[src/rtl/load_store_unit.sv]
// Load/store unit: turns load/store instructions into a req/ack data-bus
// transaction, stalls the core until completion, formats load results.
module load_store_unit #(
  parameter int unsigned TIMEOUT_CYCLES = 255
) (
  input  logic        clk,
  input  logic        rst_n,
  input  logic        memRead,
  input  logic        memWrite,
  input  logic [2:0]  funct3,
  input  logic [31:0] aluOut,
  input  logic [31:0] storeData,
  output logic [31:0] memData,
  output logic        stall,
  output logic        accessFault,
  output logic        busErr,
  output logic        busReq,
  output logic        busWe,
  output logic [31:0] busAddr,
  output logic [31:0] busWdata,
  output logic [3:0]  busBe,
  input  logic [31:0] busRdata,
  input  logic        busAck
);

  localparam int unsigned CNT_W = 8;
  localparam logic [CNT_W-1:0] CNT_LAST = CNT_W'(TIMEOUT_CYCLES - 1);

  typedef enum logic [1:0] {
    S_IDLE = 2'd0,
    S_BUS  = 2'd1,
    S_DONE = 2'd2
  } state_t;

  state_t            state_q, state_d;
  logic [CNT_W-1:0]  cnt_q, cnt_d;
  logic              bus_req_q, bus_req_d;
  logic              bus_we_q, bus_we_d;
  logic [31:0]       bus_addr_q, bus_addr_d;
  logic [31:0]       bus_wdata_q, bus_wdata_d;
  logic [3:0]        bus_be_q, bus_be_d;
  logic [31:0]       mem_data_q, mem_data_d;
  logic [2:0]        f3_q, f3_d;
  logic [1:0]        off_q, off_d;

  logic              f3_legal, aligned, legal_start, fault_req, timeout_hit;
  logic [3:0]        be_c;
  logic [31:0]       wdata_c, lane_c, load_fmt_c;

  // Decode the incoming instruction: legality, alignment, lanes, store data
  always_comb begin
    f3_legal = 1'b0;
    aligned  = 1'b0;
    be_c     = 4'b1111;
    wdata_c  = storeData;
    case (funct3)
      3'b000, 3'b001, 3'b010: f3_legal = 1'b1;
      3'b100, 3'b101:         f3_legal = memRead;
      default:                f3_legal = 1'b0;
    endcase
    case (funct3[1:0])
      2'b00: begin
        aligned = 1'b1;
        be_c    = 4'b0001 << aluOut[1:0];
        wdata_c = {4{storeData[7:0]}};
      end
      2'b01: begin
        aligned = ~aluOut[0];
        be_c    = aluOut[1] ? 4'b1100 : 4'b0011;
        wdata_c = {2{storeData[15:0]}};
      end
      2'b10:   aligned = (aluOut[1:0] == 2'b00);
      default: aligned = 1'b0;
    endcase
    legal_start = (memRead ^ memWrite) & f3_legal & aligned;
    fault_req   = (memRead & memWrite) | ((memRead ^ memWrite) & ~(f3_legal & aligned));
  end

  // Select the addressed lane of the read word and extend it
  always_comb begin
    lane_c = busRdata >> {off_q, 3'b000};
    case (f3_q)
      3'b000:  load_fmt_c = {{24{lane_c[7]}}, lane_c[7:0]};
      3'b001:  load_fmt_c = {{16{lane_c[15]}}, lane_c[15:0]};
      3'b100:  load_fmt_c = {24'd0, lane_c[7:0]};
      3'b101:  load_fmt_c = {16'd0, lane_c[15:0]};
      default: load_fmt_c = busRdata;
    endcase
  end

  assign timeout_hit = (cnt_q == CNT_LAST);

  // Next-state and register-input logic for the access FSM
  always_comb begin
    state_d     = state_q;
    cnt_d       = cnt_q;
    bus_req_d   = bus_req_q;
    bus_we_d    = bus_we_q;
    bus_addr_d  = bus_addr_q;
    bus_wdata_d = bus_wdata_q;
    bus_be_d    = bus_be_q;
    mem_data_d  = mem_data_q;
    f3_d        = f3_q;
    off_d       = off_q;
    case (state_q)
      S_IDLE: begin
        if (legal_start) begin
          state_d     = S_BUS;
          cnt_d       = '0;
          bus_req_d   = 1'b1;
          bus_we_d    = memWrite;
          bus_addr_d  = {aluOut[31:2], 2'b00};
          bus_wdata_d = wdata_c;
          bus_be_d    = be_c;
          f3_d        = funct3;
          off_d       = aluOut[1:0];
        end else if (fault_req) begin
          mem_data_d = '0;
        end
      end
      S_BUS: begin
        cnt_d = cnt_q + CNT_W'(1);
        if (busAck) begin
          bus_req_d = 1'b0;
          if (!bus_we_q) mem_data_d = load_fmt_c;
          state_d = S_DONE;
        end else if (timeout_hit) begin
          bus_req_d = 1'b0;
          if (!bus_we_q) mem_data_d = '0;
          state_d = S_DONE;
        end
      end
      S_DONE:  state_d = S_IDLE;
      default: state_d = S_IDLE;
    endcase
  end

  // State and datapath registers
  always_ff @(posedge clk or negedge rst_n) begin
    if (!rst_n) begin
      state_q     <= S_IDLE;
      cnt_q       <= '0;
      bus_req_q   <= 1'b0;
      bus_we_q    <= 1'b0;
      bus_addr_q  <= '0;
      bus_wdata_q <= '0;
      bus_be_q    <= '0;
      mem_data_q  <= '0;
      f3_q        <= '0;
      off_q       <= '0;
    end else begin
      state_q     <= state_d;
      cnt_q       <= cnt_d;
      bus_req_q   <= bus_req_d;
      bus_we_q    <= bus_we_d;
      bus_addr_q  <= bus_addr_d;
      bus_wdata_q <= bus_wdata_d;
      bus_be_q    <= bus_be_d;
      mem_data_q  <= mem_data_d;
      f3_q        <= f3_d;
      off_q       <= off_d;
    end
  end

  // Zero-latency status outputs; held quiet while in reset
  assign stall       = rst_n & (((state_q == S_IDLE) & legal_start) | (state_q == S_BUS));
  assign accessFault = rst_n & (state_q == S_IDLE) & fault_req;
  assign busErr      = (state_q == S_BUS) & ~busAck & timeout_hit;

  assign memData  = mem_data_q;
  assign busReq   = bus_req_q;
  assign busWe    = bus_we_q;
  assign busAddr  = bus_addr_q;
  assign busWdata = bus_wdata_q;
  assign busBe    = bus_be_q;

endmodule

[config.mk]
export PLATFORM = sky130hd
export DESIGN_NAME = load_store_unit
export DESIGN_NICKNAME = d
export VERILOG_FILES = /design/src/rtl/load_store_unit.sv
export SDC_FILE = /design/constraint.sdc
export NUM_CORES = 1
export LEC_CHECK = 0
export ABC_AREA = 0
export CAP_MARGIN = 10
export CORE_UTILIZATION = 49
export DETAILED_ROUTE_END_ITERATION = 8
export PLACE_DENSITY = 0.87
export SYNTH_ARGS = -nofsm -noshare
export SYNTH_HDL_FRONTEND = slang
export SYNTH_SLANG_ARGS = --single-unit
[constraint.sdc]
create_clock -name clk -period 3.6 [get_ports clk]
set_input_delay 0.54 -clock clk [delete_from_list [all_inputs] [get_ports clk]]
set_output_delay 0.54 -clock clk [all_outputs]
set_load 0.01 [all_outputs]
Yosys cells after proc, flatten, opt, wreduce, memory -nomap -nowiden
Index checks and enable logic that the tools add are counted.
- bits in registers: 115
- output and inout bits: 105
- word-level logic and storage cells: 82
- add/sub/neg operators: 1
- eq/ne operators: 16
- shift operators: 2
- multiplexer cells: 23
- bitwise gates (word level): 17
- reductions and logical operators: 13
- operators with widths (operator ; count):
    $mux W32 ; 6
    $pmux W32 S2 ; 2
    $pmux W32 S4 ; 1
    $shr A32 B5 Y16 ; 1
    $pmux W8 S2 ; 1
    $eq A3 B3 Y1 const B ; 4
    $and A1 B1 Y1 ; 11
    $add A8 B1 Y8 const B ; 1
    $eq A8 B8 Y1 const B ; 1
    $mux W8 ; 1
    $ne A2 B2 Y1 const B ; 4
    $pmux W4 S2 ; 1
    $eq A3 B1 Y1 const B ; 2
    $logic_not A2 Y1 ; 3
    $logic_not A3 Y1 ; 2
    $mux W2 ; 3
    $reduce_and A2 Y1 ; 3
    $reduce_and A5 Y1 ; 1
    $eq A2 B1 Y1 const B ; 2
    $mux W4 ; 1
    $pmux W1 S2 ; 2
    $pmux W2 S2 ; 1
    $shl A1 B2 Y4 const A ; 1
    $eq A3 B2 Y1 const B ; 1
    11 further kinds ; 16

Longest topological paths before layout
- depth after elaboration: 10
- depth in mapped cells: 8
- gate-level depth less buffers: 6

Worst setup path before layout
No wires, ideal clock.
- path kind: input-to-output
- start: input funct3[0]
- end: output stall
- data arrival time: 1.601 ns
- required time: 3.060 ns
- slack: 1.459 ns
- stages on the path: 5
- buffers on the path: 1
- cells stage by stage: buf_2 > a21oi_1 > a21oi_2 > o21ai_0 > and2_1
- word-level cells in the longest chain between the ends: 8
- ends and longest elaborated chain (item ; RTL line ; RTL):
    start: declaration ; 10 ; input logic [2:0] funct3,
    $eq A3 B1 Y1 (tied with other cells) ; 56 ; case (funct3)
    $reduce_or A3 Y1 or $reduce_or A2 Y1 (tied branches) ; 56 ;
    $pmux W1 S2 ; 56 ;
    $and A1 B1 Y1 ; 75 ; legal_start = (memRead ^ memWrite) & f3_legal & aligned;
    $and A1 B1 Y1 * ; 75 ;
    $and A1 B1 Y1 * ; 166 ; assign stall = rst_n & (((state_q == S_IDLE) & legal_start) | (state_q == S_BUS));
    $or A1 B1 Y1 * ; 166 ;
    $and A1 B1 Y1 * ; 166 ;
    end: declaration ; 14 ; output logic stall,
Every way passes the cells marked *; elsewhere a longest branch is shown, timed or not.

Final worst setup path
- start: input aluOut[1]
- end: output stall
- word-level cells in the longest chain between the ends: 6
- ends and longest elaborated chain (item ; RTL line ; RTL):
    start: declaration ; 11 ; input logic [31:0] aluOut,
    $logic_not A2 Y1 ; 72 ; 2'b10: aligned = (aluOut[1:0] == 2'b00);
    $pmux W1 S3 ; 61 ; case (funct3[1:0])
    $and A1 B1 Y1 ; 75 ;
    $and A1 B1 Y1 ; 166 ;
    $or A1 B1 Y1 ; 166 ;
    $and A1 B1 Y1 ; 166 ;
No other way between the ends.

==> insert_results.sql <==
INSERT INTO impl_metrics (metric_group, metric, value, unit) VALUES
('synthesis', 'synth-async-reset-ratio', '100', '%'),
('floorplanning', 'overall_die_area', '12200', 'µm²'),
('layout', 'finalInstanceArea', '8390', 'µm²'),
('route', 'avgViaCountPerCell', '5.65', ''),
('layout', 'syn_to_final_growth', '46.1', '%'),
('synthesis', 'synthTopCellsByArea', 'dfrtp_1 50%, mux2_2 16%, mux2i_1 4.4%', ''),
('cts', 'cts_max_path_buffers', '2', ''),
('route', 'antenna_violating_nets_post_route', '0', ''),
('synthesis', 'netlist_area', '5740', 'µm²'),
('floorplanning', 'floorplan.io_pins', '209', ''),
('place', 'dp_hpwl', '11400', 'µm'),
('setup_path', 'critical_path.startpoint_type', 'primary input', ''),
('setup_path', 'crit_path_cell_trace', 'clkdlybuf4s50_1, nor4_4, a21oi_2, o21ai_0, and2_1, clkdlybuf4s50_1', ''),
('route', 'drt-total-wl', '16700', 'µm'),
('setup_path', 'worstPathMaxFanout', '6', ''),
('setup_path', 'critical_path_s_most_frequent_cell', 'clkdlybuf4s50_1', ''),
('place', 'placed_cells', '828', ''),
('outcome', 'status', 'completed', ''),
('timing', 'layout_worst_path_cycle_share', '87.1', '%'),
('setup_path', 'worst_path_largest_cell_delay', '530', 'ps'),
('timing', 'relSlewSlack', '21.2', '%'),
('cts', 'clock_sink_count', '115', ''),
('setup_path', 'reg2reg_setup_slack', '1000', 'ps'),
('global_route', 'vias_in_the_first_global_route', '4919', ''),
('pwr', 'power.density', '697', 'nW/µm²'),
('layout', 'final-instance-count-excl-fill', '859', ''),
('setup_path', 'worstSetupEndpointType', 'output port', ''),
('pwr', 'p_total', '5.85', 'mW'),
('global_route', 'grt_util_all_layers', '28.3', '%'),
('synthesis', 'synth.avg_cell_area', '11.3', 'µm²'),
('layout', 'mostFrequentLayoutCells', '205 x clkdlybuf4s50_1, 115 x dfrtp_1, 81 x mux2_2', ''),
('cts', 'clkLatencyLatePin', '420', 'ps'),
('timing', 'final-setup-viol-count', '0', ''),
('route', 'drc_errors', '0', ''),
('cts', 'tritoncts', 'built', ''),
('global_route', 'number_of_antenna_violations_at_the_first_check_in_global_routing', '0', ''),
('place', 'gp_congestion', '0.880', ''),
('timing', 'finalHoldViolations', '0', ''),
('global_route', 'gr_overflow_total', '0', ''),
('synthesis', 'yosys_warning_total', '0', ''),
('setup_path', 'reg2reg_depth', '4', ''),
('floorplanning', 'core_area', '11400', 'µm²'),
('cts', 'h-tree-depth', '4', ''),
('cts', 'post_cts_resized', '0', ''),
('synthesis', 'gate_count_of_the_mapped_netlist', '507', ''),
('global_route', 'grt_max_degree', '77', ''),
('synthesis', 'synth.largest_area_cell', 'dfrtp_1', ''),
('timing', 'achievable-frequency', '0.319', 'GHz'),
('flow_run', 'cap_viol_max_count', '0', ''),
('hold_path', 'worstHoldPathType', 'in -> async', ''),
('setup_path', 'regToRegStartpoint', 'off_q[1]', ''),
('timing', 'fin_ws', '466', 'ps'),
('layout', 'num_antenna_cells', '0', ''),
('floorplanning', 'die_w', '110', 'µm'),
('global_route', 'grt_first_pass_wirelength', '25400', 'µm'),
('place', 'port_buffers', '206', ''),
('pwr', 'peakVddDrop', '0.459', 'mV'),
('timing', 'final.setup_skew', '8.45', 'ps'),
('cts', 'cts_setup_buffers', '0', ''),
('layout', 'layout.cells.most_common', 'clkdlybuf4s50_1', ''),
('cts', 'post_cts_hold_fix_bufs', '0', ''),
('timing', 'final.min_clock_period', '3130', 'ps'),
('setup_path', 'arrival', '2590', 'ps'),
('floorplanning', 'start_util', '50.3', '%'),
('timing', 'max_slew.worst_pin.slew', '1180', 'ps'),
('floorplanning', 'rows', '39', ''),
('cts', 'cts_root_buf', 'clkbuf_16', ''),
('place', 'detailedPlace.worstSlack', '476', 'ps'),
('floorplanning', 'die_h', '110', 'µm'),
('timing', 'rsz_0062_raised_after_global_routing', 'false', ''),
('cts', 'cts.reportedPaths.clkPinSlew', '50', 'ps');
-- worst max-delay path: cells and delay by family --
family,cells,cell delay (ps)
simple gates,2,560
compound gates,2,430
buf+inv,2,1050
-- metal layers --
layer  GRT usage [%]  up-vias  part of all wire [%]
met5               0        -                     0
li1                -     2199                     -
met1            32.1     2355                    37
met3            11.4       39                    11
met2            46.1      257                    48
met4            13.7        0                   3.3
-- state kept, by name, summed over array words and instances, names as in the netlist --
register,count
state_q,2
busBe,4
busWe,1
memData,32
busWdata,32
f3_q,3
busAddr,30
off_q,2
cnt_q,8
busReq,1
-- power by group --
part           leakage [nW]  internal [mW]  switching [mW]
sequential             1.44           1.72           0.393
combinational          1.74           1.26           0.947
clock                 0.265          0.973           0.558
-- cell type report --
| class | instances | area [µm²] |
|---|---|---|
| fillers | 750 | 3020 |
| flip-flops and latches | 115 | 2880 |
| multi-input cells | 313 | 2510 |
| repair buffers | 214 | 2130 |
| clock buffers | 25 | 475 |
| well taps | 143 | 179 |
| inverters | 43 | 161 |
| clock inverters | 6 | 55.1 |
-- worst max path at each step --
stage                     depth (start not counted)  slack [ps]     to       from
after CTS                                         6         470  stall  aluOut[1]
after detailed placement                          6         480  stall  aluOut[1]
after global placement                            6         530  stall  aluOut[1]
after floorplan                                   5        1460  stall  funct3[0]
final                                             6         470  stall  aluOut[1]
after global routing                              6         330  stall  aluOut[1]
-- cell usage after synthesis, types with 8 or more instances --
cell / count
clkbuf_1: 15
nand2b_1: 28
o22ai_1: 25
nand3_1: 29
a21oi_1: 12
dfrtp_1: 115
mux2_2: 81
mux2i_1: 25
inv_1: 43
nor2_1: 12
buf_2: 8
o221ai_1: 8
o21ai_0: 15
nand2_1: 14
-- cell families after synthesis --
logic type                 synth area share, %
DFF                                       50.1
muxes                                     21.7
and+or+nand+nor                           9.54
AOI/OAI and AO/OA                         11.3
buffers and inverters                     6.38
adders and majority gates                0.654
xor gates and xnor gates                 0.305
other                                   0.0653
-- metrics by stage --
step	hold WS (ps)	utilization, %
2_1_floorplan	244	-
6_report	103	73.5
5_1_grt	145	73.5
3_5_place_dp	474	68.9
4_1_cts	114	73.5
3_3_place_gp	459	68.9
Power figures use the tool's default switching activity.
